===== src/rtl/error_readout_sequencer_if.sv =====
// Readout data channel between error_readout_sequencer and the downstream
// service-record/readout FIFO.
//
//   DataOut    sequencer -> FIFO   {marker, index, count} word
//   DataValid  sequencer -> FIFO   DataOut holds a word
//   DataReady  FIFO -> sequencer   word accepted on a posedge with DataValid
//
// The master modport is the sequencer side and the slave modport is the FIFO side.
interface error_readout_sequencer_if #(
   parameter int unsigned DATA_W = 16
);
   logic [DATA_W-1:0] DataOut;
   logic              DataValid;
   logic              DataReady;

   modport master (
      output DataOut,
      output DataValid,
      input  DataReady
   );

   modport slave (
      input  DataOut,
      input  DataValid,
      output DataReady
   );
endinterface


===== src/rtl/error_readout_sequencer.sv =====
// error_readout_sequencer
//
// Scans a bank of N_COUNTERS error counters one after another. For each
// counter it enables that counter onto the shared count bus for one cycle,
// captures the count, and sends a tagged word {1, index, count} downstream.
// It can optionally pulse the counter's clear line after the read. Each scan
// ends with a trailer word {0, all-ones index, number of words sent}.
//
// Ports:
//   Clk             clock; all logic runs on posedge
//   Reset           asynchronous, active-low reset
//   ReadStart       starts a scan; only honoured while idle
//   ClearAfterRead  pulse ErrorReset after each read (latched at scan start)
//   SkipZero        suppress words whose count is zero (latched at scan start)
//   ErrorFlags      per-counter error lines
//   ErrorCount      shared count bus, driven by the counter selected by ErrorRead
//   ErrorRead       one-hot bus-drive enables, high only in SELECT
//   ErrorReset      per-counter one-cycle clear pulses
//   dout            readout data channel (DataOut/DataValid/DataReady)
//   Busy            scan in progress
//   ErrorPending    registered OR of ErrorFlags
//
// Optional build macro ERR_SEQ_TMR_EN: when defined, the state, index, word
// count, captured count and latched config bits are held in three copies.
// Every copy is rewritten each cycle from the 2-of-3 vote, so an upset in a
// single copy is corrected on the next edge. The outputs follow the voted
// values, so the upset never reaches them.
module error_readout_sequencer #(
   parameter int unsigned N_COUNTERS = 32,
   parameter int unsigned ADDR_W     = 5,
   parameter int unsigned CNT_W      = 10
) (
   input  logic                      Clk,
   input  logic                      Reset,
   input  logic                      ReadStart,
   input  logic                      ClearAfterRead,
   input  logic                      SkipZero,
   input  logic [N_COUNTERS-1:0]     ErrorFlags,
   input  logic [CNT_W-1:0]          ErrorCount,
   output logic [N_COUNTERS-1:0]     ErrorRead,
   output logic [N_COUNTERS-1:0]     ErrorReset,
   error_readout_sequencer_if.master dout,
   output logic                      Busy,
   output logic                      ErrorPending
);

   localparam int unsigned DATA_W  = 1 + ADDR_W + CNT_W;
   // Enough bits to count every counter of a full scan.
   localparam int unsigned WORDS_W = ADDR_W + 1;

`ifdef ERR_SEQ_TMR_EN
   localparam int unsigned NCOPY = 3;
`else
   localparam int unsigned NCOPY = 1;
`endif

   localparam logic [ADDR_W-1:0]     LAST_IDX = ADDR_W'(N_COUNTERS - 1);
   localparam logic [N_COUNTERS-1:0] ONE_HOT0 = N_COUNTERS'(1);

   typedef enum logic [2:0] {
      IDLE,
      SELECT,
      EMIT,
      CLEAR,
      TRAILER
   } state_t;

   // Register copies (one copy, or three under ERR_SEQ_TMR_EN).
   state_t             st_q    [NCOPY];
   logic [ADDR_W-1:0]  idx_q   [NCOPY];
   logic [WORDS_W-1:0] words_q [NCOPY];
   logic [CNT_W-1:0]   cap_q   [NCOPY];
   logic               clr_q   [NCOPY];
   logic               skip_q  [NCOPY];

   // Voted values; all decisions are made on these.
   state_t             st;
   logic [ADDR_W-1:0]  idx;
   logic [WORDS_W-1:0] words;
   logic [CNT_W-1:0]   cap;
   logic               clr;
   logic               skip;

   always_comb begin
`ifdef ERR_SEQ_TMR_EN
      st    = state_t'((st_q[0] & st_q[1]) | (st_q[0] & st_q[2]) | (st_q[1] & st_q[2]));
      idx   = (idx_q[0] & idx_q[1]) | (idx_q[0] & idx_q[2]) | (idx_q[1] & idx_q[2]);
      words = (words_q[0] & words_q[1]) | (words_q[0] & words_q[2]) | (words_q[1] & words_q[2]);
      cap   = (cap_q[0] & cap_q[1]) | (cap_q[0] & cap_q[2]) | (cap_q[1] & cap_q[2]);
      clr   = (clr_q[0] & clr_q[1]) | (clr_q[0] & clr_q[2]) | (clr_q[1] & clr_q[2]);
      skip  = (skip_q[0] & skip_q[1]) | (skip_q[0] & skip_q[2]) | (skip_q[1] & skip_q[2]);
`else
      st    = st_q[0];
      idx   = idx_q[0];
      words = words_q[0];
      cap   = cap_q[0];
      clr   = clr_q[0];
      skip  = skip_q[0];
`endif
   end

   // Derived values used by the FSM.
   logic [ADDR_W-1:0]     idx_inc;
   logic [WORDS_W-1:0]    words_inc;
   logic                  last;
   logic                  bus_zero;
   logic [N_COUNTERS-1:0] sel_cur;
   logic [N_COUNTERS-1:0] sel_inc;
   logic [DATA_W-1:0]     word_bus;
   logic [DATA_W-1:0]     word_cap;
   logic [DATA_W-1:0]     trailer_cur;
   logic [DATA_W-1:0]     trailer_inc;

   always_comb begin
      idx_inc     = idx + 1'b1;
      words_inc   = words + 1'b1;
      last        = (idx == LAST_IDX);
      bus_zero    = (ErrorCount == '0);
      sel_cur     = ONE_HOT0 << idx;
      sel_inc     = ONE_HOT0 << idx_inc;
      word_bus    = {1'b1, idx, ErrorCount};
      word_cap    = {1'b1, idx, cap};
      trailer_cur = {1'b0, {ADDR_W{1'b1}}, CNT_W'(words)};
      trailer_inc = {1'b0, {ADDR_W{1'b1}}, CNT_W'(words_inc)};
   end

   always_ff @(posedge Clk or negedge Reset) begin
      if (!Reset) begin
         st_q           <= '{default: IDLE};
         idx_q          <= '{default: '0};
         words_q        <= '{default: '0};
         cap_q          <= '{default: '0};
         clr_q          <= '{default: 1'b0};
         skip_q         <= '{default: 1'b0};
         ErrorRead      <= '0;
         ErrorReset     <= '0;
         dout.DataOut   <= '0;
         dout.DataValid <= 1'b0;
         Busy           <= 1'b0;
         ErrorPending   <= 1'b0;
      end else begin
         ErrorPending <= |ErrorFlags;

         // Every copy is rewritten from the vote each cycle; the state
         // branches below override individual fields as needed.
         st_q    <= '{default: st};
         idx_q   <= '{default: idx};
         words_q <= '{default: words};
         cap_q   <= '{default: cap};
         clr_q   <= '{default: clr};
         skip_q  <= '{default: skip};

         // Both strobes are single-cycle: anything not re-asserted below drops.
         ErrorRead  <= '0;
         ErrorReset <= '0;

         case (st)
            IDLE: begin
               if (ReadStart) begin
                  clr_q     <= '{default: ClearAfterRead};
                  skip_q    <= '{default: SkipZero};
                  idx_q     <= '{default: '0};
                  words_q   <= '{default: '0};
                  ErrorRead <= ONE_HOT0;
                  Busy      <= 1'b1;
                  st_q      <= '{default: SELECT};
               end
            end

            SELECT: begin
               cap_q <= '{default: ErrorCount};
               if (skip && bus_zero) begin
                  // Suppressed word: skip EMIT entirely so a zero counter
                  // costs only this cycle when not clearing.
                  if (clr) begin
                     ErrorReset <= sel_cur;
                     st_q       <= '{default: CLEAR};
                  end else if (last) begin
                     dout.DataOut   <= trailer_cur;
                     dout.DataValid <= 1'b1;
                     st_q           <= '{default: TRAILER};
                  end else begin
                     idx_q     <= '{default: idx_inc};
                     ErrorRead <= sel_inc;
                     st_q      <= '{default: SELECT};
                  end
               end else begin
                  dout.DataOut   <= word_bus;
                  dout.DataValid <= 1'b1;
                  st_q           <= '{default: EMIT};
               end
            end

            EMIT: begin
               if (dout.DataReady) begin
                  dout.DataValid <= 1'b0;
                  words_q        <= '{default: words_inc};
                  if (clr) begin
                     ErrorReset <= sel_cur;
                     st_q       <= '{default: CLEAR};
                  end else if (last) begin
                     dout.DataOut   <= trailer_inc;
                     dout.DataValid <= 1'b1;
                     st_q           <= '{default: TRAILER};
                  end else begin
                     idx_q     <= '{default: idx_inc};
                     ErrorRead <= sel_inc;
                     st_q      <= '{default: SELECT};
                  end
               end else begin
                  dout.DataOut <= word_cap;
               end
            end

            CLEAR: begin
               if (last) begin
                  dout.DataOut   <= trailer_cur;
                  dout.DataValid <= 1'b1;
                  st_q           <= '{default: TRAILER};
               end else begin
                  idx_q     <= '{default: idx_inc};
                  ErrorRead <= sel_inc;
                  st_q      <= '{default: SELECT};
               end
            end

            TRAILER: begin
               if (dout.DataReady) begin
                  dout.DataValid <= 1'b0;
                  Busy           <= 1'b0;
                  st_q           <= '{default: IDLE};
               end
            end

            default: begin
               dout.DataValid <= 1'b0;
               Busy           <= 1'b0;
               st_q           <= '{default: IDLE};
            end
         endcase
      end
   end

endmodule


===== src/flat_wrapper.sv =====
// flat-port wrapper written by rule: the top's interface ports become plain ports
module error_readout_sequencer_flat 
#(
   parameter int unsigned N_COUNTERS = 32,
   parameter int unsigned ADDR_W     = 5,
   parameter int unsigned CNT_W      = 10
)
  (Clk, Reset, ReadStart, ClearAfterRead, SkipZero, ErrorFlags, ErrorCount, ErrorRead, ErrorReset, Busy, ErrorPending, dout_DataOut, dout_DataValid, dout_DataReady);
  error_readout_sequencer_if #(.DATA_W(16)) dout_i ();
  input  logic Clk;
  input  logic Reset;
  input  logic ReadStart;
  input  logic ClearAfterRead;
  input  logic SkipZero;
  input  logic [N_COUNTERS-1:0] ErrorFlags;
  input  logic [CNT_W-1:0] ErrorCount;
  output logic [N_COUNTERS-1:0] ErrorRead;
  output logic [N_COUNTERS-1:0] ErrorReset;
  output logic Busy;
  output logic ErrorPending;
  output wire logic [$bits(dout_i.DataOut)-1:0] dout_DataOut;
  output wire logic [$bits(dout_i.DataValid)-1:0] dout_DataValid;
  input wire logic [$bits(dout_i.DataReady)-1:0] dout_DataReady;
  assign dout_DataOut = dout_i.DataOut;
  assign dout_DataValid = dout_i.DataValid;
  assign dout_i.DataReady = dout_DataReady;
  error_readout_sequencer #(.N_COUNTERS(N_COUNTERS), .ADDR_W(ADDR_W), .CNT_W(CNT_W)) u_core (.Clk(Clk), .Reset(Reset), .ReadStart(ReadStart), .ClearAfterRead(ClearAfterRead), .SkipZero(SkipZero), .ErrorFlags(ErrorFlags), .ErrorCount(ErrorCount), .ErrorRead(ErrorRead), .ErrorReset(ErrorReset), .dout(dout_i), .Busy(Busy), .ErrorPending(ErrorPending));
endmodule

===== config.mk =====
export PLATFORM = sky130hd
export DESIGN_NAME = error_readout_sequencer_flat
export DESIGN_NICKNAME = d
export VERILOG_FILES = /design/src/rtl/error_readout_sequencer_if.sv /design/src/rtl/error_readout_sequencer.sv /design/src/flat_wrapper.sv
export SDC_FILE = /design/constraint.sdc
export NUM_CORES = 1
export LEC_CHECK = 0
export ABC_AREA = 1
export CAP_MARGIN = 20
export CORE_MARGIN = 5
export CORE_UTILIZATION = 55
export CTS_BUF_LIST = sky130_fd_sc_hd__clkbuf_8
export DETAILED_ROUTE_END_ITERATION = 16
export PLACE_DENSITY = 0.9
export SYNTH_ARGS = -nofsm -noshare
export SYNTH_HDL_FRONTEND = slang
export SYNTH_SLANG_ARGS = --single-unit

===== constraint.sdc =====
create_clock -name Clk -period 3.55 [get_ports Clk]
set_input_delay 1.065 -clock Clk [delete_from_list [all_inputs] [get_ports Clk]]
set_output_delay 1.065 -clock Clk [all_outputs]
set_load 0.02 [all_outputs]

==> results of run 1 <==
synthesized netlist by cell type, drive strengths merged:
master	instances	area share, %
a21oi	15	1.6
clkbuf	13	0.94
dfrtp	109	52
ha	11	2.6
buf	12	1.7
nor3	21	2.2
inv	41	3.0
o21ai	29	2.9
nand2	184	14
o22ai	4	0.48
or2	3	0.36
nand3	66	6.8
nand4	6	0.72
clkinv	2	0.14
a31oi	1	0.12
xnor2	1	0.17
nand3b	1	0.14
o211ai	1	0.14
nor4	8	0.96
nor2	100	8.2
o22a	1	0.17
cell usage in the layout (no fill, tap or decap), types with 3 or more instances in the layout:
| cell | synthesis | layout |
|---|---|---|
| nand2_1 | 173 | 173 |
| clkdlybuf4s50_1 | 0 | 129 |
| dfrtp_1 | 109 | 109 |
| nor2_1 | 86 | 86 |
| nand3_1 | 63 | 63 |
| inv_1 | 35 | 35 |
| o21ai_0 | 28 | 28 |
| nor3_1 | 20 | 20 |
| a21oi_1 | 13 | 13 |
| nor2_2 | 12 | 12 |
| ha_1 | 11 | 11 |
| clkbuf_8 | 0 | 9 |
| nor4_1 | 8 | 8 |
| nand2_4 | 7 | 7 |
| buf_4 | 0 | 7 |
| nand4_1 | 6 | 6 |
| inv_2 | 5 | 5 |
| nand2_2 | 4 | 4 |
| o22ai_1 | 4 | 4 |
| or2_2 | 3 | 3 |
critical path, delay by kind of cell:
family,cells,cell delay [ns]
buffers and inverters,1,0.44
AND/OR/NAND/NOR,6,1.26
AO/OA/AOI/OAI,1,0.19
path summary, 6_finish.rpt:
path	from	to	slack [ns]	depth (start not counted)
max	ErrorCount[5]	u_core.ErrorReset[2]	0.89	8
min in group asynchronous	Reset	u_core.ErrorReset[20]	0.62	1
min	u_core.cap[2]	u_core.cap[2]	0.50	2
min reg2reg	u_core.cap[2]	u_core.cap[2]	0.50	2
max reg2reg	u_core.idx[1]	u_core.dout.DataOut[0]	1.03	13
max in group asynchronous	Reset	u_core.cap[5]	2.07	3
kinds of logic after synthesis:
group           count (synthesis)
flops                         109
compound gates                 51
fa+ha+maj                      11
xor+xnor                        1
buf+inv                        68
simple gates                  389
sequential cells by signal, summed over array words and instances (netlist names):
register / flops
u_core.clr: 1
u_core.ErrorRead: 32
u_core.Busy: 1
u_core.words: 6
u_core.dout.DataValid: 1
u_core.st: 3
u_core.ErrorPending: 1
u_core.skip: 1
u_core.dout.DataOut: 16
u_core.idx: 5
u_core.cap: 10
u_core.ErrorReset: 32
per-layer routing:
layer / vias up / share of wire (%)
li1: 2265 / -
met1: 2291 / 40
met2: 265 / 49
met3: 37 / 9.0
met4: 0 / 2.1
met5: - / 0
final cells by class:
type,instances,area share [%]
clock buffers,9,1.82
multi-input cells,452,32.2
inverters,43,2.41
well taps,129,2.37
clock inverters,7,0.993
flip-flops and latches,109,40.1
repair buffers,137,20.1
where the power goes:
group,leakage [nW],internal (mW),switching (mW),total (mW)
combinational,1.64,0.706,1.35,2.05
sequential,1.46,1.48,0.230,1.71
clock,0.0989,0.273,0.458,0.731
==> results.md, run 1 <==
- Slew @ Worst Pin: 0.522 ns
- Layout cells sized above 1: around 8.6%
- Setup WS pre-CTS: 0.485 ns
- Synthesized area: 5220 µm²
- Sequential-to-total area share from yosys stat: 52.3%
- Ordered list of cells on the worst path: clkdlybuf4s50_1 -> nor2_1 -> nand2_1 -> nor2_2 -> nand3_4 -> a21oi_2 -> nand3_2 -> nor2_1
- TritonCTS clock tree: yes
- RSZ-0062 raised after global routing: false
- Critical path fanouts, max: 15
- Vias in the first global route: 4844
- Hold-fix buffers, CTS: 0
- Later-pin clock latency in the skew report: 0.38 ns
- Sink Count: around 110
- Largest stage delay on the critical path: 0.44 ns
- Reg area: roughly 2700 µm²
- Met3 usage: approximately 5.3%
- CTS root buffer: clkbuf_8
- Clock-pin slew on the worst setup and hold paths: 0.11 ns
- Total GRT Usage: 25.0%
- Std-Cell Rows: 35
- CP Capture Type: register
- Min Hold Slack: between 0.4 and 0.5 ns
- Total CTS buffers: 9
- Number of vias per cell: 5.48
- Initial DRC count: 331
- CP required: 3.85 ns
- WL/cell: 15.6 µm
- Die Wd: 107 µm
- Crit path time final: 2.66 ns
- Met1 GRT Util: between 30% and 40%
- Post-synthesis simple-gate area fraction: 33.8%
- Detailed Routing Iterations Pass 1: 5
- GR Overflow Total: 0
- Setup ws final: 0.892 ns
- Post-route insts no fill: roughly 900
- Period utilization: 74.9%
- Resized cells post-CTS: 0
- Status: complete, no violations
- Final non-filler cell area: 6810 µm²
- Setup TNS: 0 ns
- Pin count of the biggest net entering global routing: 88
- Max VDD drop: about 0.44 mV
- DRT antenna net count: 0
- Overall routed net length: 13.9 mm
- Post-Syn Nets: 688
- CP dominant cell by count: nor2_1
- Adder-cell share of the synthesized area: 2.64%
- Core Area: between 9000 and 10000 µm²
- Hold Crit Class: register to register
- Area Growth Syn to Fin: 30.5%
- Seq cells post-synth: 109
- Main combinational cell family by area after synthesis: simple AND/OR/NAND/NOR gates
- Pins Over Slew Limit: 0
- F_max: between 300 and 400 MHz
- Final core occ: 73.7%
- Synth Area in Compound Gates: 5.35%
- Startpoint types: input pin
- Post-Synth XOR/XNOR Area: 0.168%
- Grt peak-use layer: met2
- GRT met2 Usage: 42.1%
- Multiplexer share of the synthesized area: 0%
- Crit-path slowest cell: clkdlybuf4s50_1
- Maxcap violations: 0
- Multi-input gate area: 2190 µm²
- Io pins: 131
- Antenna cells: 0
- Crit path kind: input pin to register
- Design Power: 4.49 mW
- Initial antenna violation count: 0
- Postcts setup bufs: 0
- Pleak: 3.20 nW
- Die area: approximately 12000 µm²
- Port Buf Inserts: 130
- Syn Area/Cell: 8.29 µm²
- Starting density of the core: between 50% and 60%
- # H-tree levels: 3
- Relative slew slack: 65.1%
- Nets@finish: 811
- First-pass GRT wire length: 23.1 mm
- GPL Wtd Cong: 0.889
- Clock tree buffer depth: 2
- Critical path arrival: between 2 and 3 ns
- Fill count: 687
- Hpwl dp: 10.4 mm
- Placed cell area: 6590 µm²
- Final setup fails: 0
- Netlist cell types: 35
- Total number of vias: 4858
- Max Clock Skew: 0.0148 ns
- Gate Count Post-Synth: 629
- PD cells: roughly 660 nW/µm²
- Die height: 107 µm
- Final hold violation count: 0
- # DRC: 0
- DP Cell Count: about 870
- Ys Warns: 0
Note: power is estimated with default switching activity, not from simulation.
==> run 2, diff against run 1 <==
CORE_UTILIZATION = 46   (was 55)
PLACE_DENSITY = 0.81   (was 0.9)
clock period = 2.4 ns   (was 3.55 ns; I/O delays follow)
==> results.md, run 2 (same netlist as run 1, synthesis figures left out) <==
- PD cells: 965 nW/µm² (+46%)
- Area Growth Syn to Fin: 35.7%
- Cell family with most CP delay: buffers and inverters
- Slew @ Worst Pin: 0.594 ns (+0.0717 ns)
- Maxcap violations: 0 (unchanged)
- Design Power: 6.83 mW (+52%)
- Max VDD drop: 0.522 mV (+17%)
- Clock-pin slew on the worst setup and hold paths: 0.10 ns (about the same)
- Io pins: 131 (unchanged)
- M1 WL: 5.97 mm (+7.4%)
- F_max: 456 MHz
- Hpwl dp: 10.9 mm (+5.7%)
- Detailed Routing Iterations Pass 1: 5 (unchanged)
- Total CTS buffers: 9 (unchanged)
- R2R Path End: u_core.dout.DataOut[3]
- Final setup fails: 0 (unchanged)
- Largest stage delay on the critical path: 0.66 ns (+0.22 ns)
- Post-route insts no fill: 928 (+4.7%)
- Most common cell after layout, fill and taps aside: nand2_1
- Period utilization: between 90 and 100%
- Status: complete, no violations
- DR top layer: met4
- Startpoint types: register
- Crit path time final: about 2.2 ns
- Pin count of the biggest net entering global routing: 110 (+25%)
- DRT antenna net count: 0 (unchanged)
- Overall routed net length: 14.3 mm (+3.2%)
- Commonest non-fill, non-tap cells in the layout: nand2_1, clkdlybuf4s50_1, dfrtp_1, nor2_1, nand3_1
- Routed wl met3: 1.36 mm (+9.2%)
- Port Buf Inserts: 130 (unchanged)
- Layout cells sized above 1: 12.7% (+4.1 points)
- Die Wd: 117 µm (+8.5%)
- Max Clock Skew: 0.0115 ns (-0.00327 ns)
- Total GRT Usage: 22.0% (-2.9 points)
- Final hold violation count: 0 (unchanged)
- Flop-to-flop setup slack: 0.24 ns (-0.79 ns)
- WL/cell: 15.4 µm (-1.5%)
- Std-Cell Rows: 38 (+8.6%)
- Initial DRC count: 375 (+13%)
- Starting density of the core: 47.5% (-9.0 points)
- Placed cell area: 6850 µm² (+4.0%)
- Total number of vias: 4879 (+0.43%)
- First-pass GRT wire length: 23.6 mm (+2.1%)
- # H-tree levels: 3 (unchanged)
- Hold Crit Class: input pin to asynchronous set/reset pin
- Vias in the first global route: 4919 (+1.5%)
- Ordered list of cells on the worst path: clkdlybuf4s50_1
- Die height: 117 µm (+8.5%)
- GR Overflow Total: 0 (unchanged)
- Pleak: 3.34 nW (+4.6%)
- Critical path arrival: 1.47 ns (-1.49 ns)
- Number of vias per cell: 5.26 (-4.1%)
- DP Cell Count: 910 (+4.7%)
- # DRC: 0 (unchanged)
- Crit path kind: register to output port
- CTS root buffer: clkbuf_8
- Cells on worst reg2reg path: 13 (unchanged)
- Hold-fix buffers, CTS: 0 (unchanged)
- Pins Over Slew Limit: 0 (unchanged)
- Final non-filler cell area: 7080 µm² (+4.0%)
- Regs by FF count: u_core.ErrorRead x32, u_core.ErrorReset x32, u_core.dout.DataOut x16
- CP bufs+invs: 1 (unchanged)
- Relative slew slack: 60.4% (-4.6 points)
- CP required: 1.68 ns (-2.17 ns)
- CP Capture Type: output port
- Later-pin clock latency in the skew report: 0.38 ns (about the same)
- Die area: 13600 µm² (+18%)
- FF-to-FF Start: u_core.idx[1]
- RSZ-0062 raised after global routing: false
- Metal2 WL: 6.74 mm (-0.37%)
- GPL Wtd Cong: 0.900 (+1.2%)
- Initial antenna violation count: 0 (unchanged)
- Sink Count: 109 (unchanged)
- TritonCTS clock tree: yes
- Clock tree buffer depth: 2 (unchanged)
- Antenna cells: 0 (unchanged)
- Critical path fanouts, max: 3 (-12)
- Core Area: 11000 µm² (+19%)
- Crit-path slowest cell: clkdlybuf4s50_1
- Nets@finish: 842 (+3.8%)
-- run 2: cell count changes in the layout (fill, tap and decap cells not counted), sizes merged --
cell and delta:
buf +31, clkinv -1, clkinvlp +1
-- run 2: repair_timing --
action,in CTS,in global routing
setup endpoints to repair,0,21
gates resized for setup,0,7
endpoints found under the hold margin,0,0
setup buffers,0,2
-- run 2: layout make-up --
class,instances,area (µm²)
Fill cell,938,3900
Sequential cell,109,2730
Multi-Input combinational cell,452,2200
Timing Repair Buffer,168,1610
Tap cell,140,175
Inverter,43,168
Clock buffer,9,124
Clock inverter,7,73.8
-- run 2: stage by stage --
| step | utilization, % | setup WS [ns] | hold WS, ns | TNS [ns] |
|---|---|---|---|---|
| after floorplan | - | 0.404 | 0.424 | 0 |
| after global placement | 62.4 | -0.0134 | 0.461 | -0.133 |
| after detailed placement | 62.4 | -0.0975 | 0.458 | -1.53 |
| after CTS | 64.2 | 0.0733 | 0.431 | 0 |
| after global routing | 64.5 | 0.0407 | 0.468 | 0 |
| final | 64.5 | 0.209 | 0.368 | 0 |
-- run 2: how the worst max path moves through the flow --
| stage | startpoint | to | slack [ns] | cells past startpoint |
|---|---|---|---|---|
| global placement | ErrorCount[4] | u_core.dout.DataOut[11] | -0.01 | 9 |
| finish | u_core.dout.DataValid | dout_DataValid | 0.21 | 1 |
| floorplan | u_core.idx[0] | u_core.idx[3] | 0.40 | 11 |
| global route | u_core.idx[1] | u_core.dout.DataOut[4] | 0.04 | 12 |
| CTS | u_core.idx[0] | u_core.dout.DataOut[4] | 0.07 | 12 |
| detailed placement | ErrorCount[1] | u_core.dout.DataOut[8] | -0.1 | 9 |
-- run 2: layer usage --
layer / global-route usage [%] / vias to the layer above
met5: 0 / -
met4: 6.50 / 0
met3: 4.61 / 26
met2: 36.2 / 238
met1: 29.6 / 2284
li1: - / 2331
-- run 2: where the power goes --
part	internal [mW]	switching, mW	leakage [nW]
Clock	0.412	0.681	0.101
Combinational	1.17	2.06	1.79
Sequential	2.19	0.315	1.46
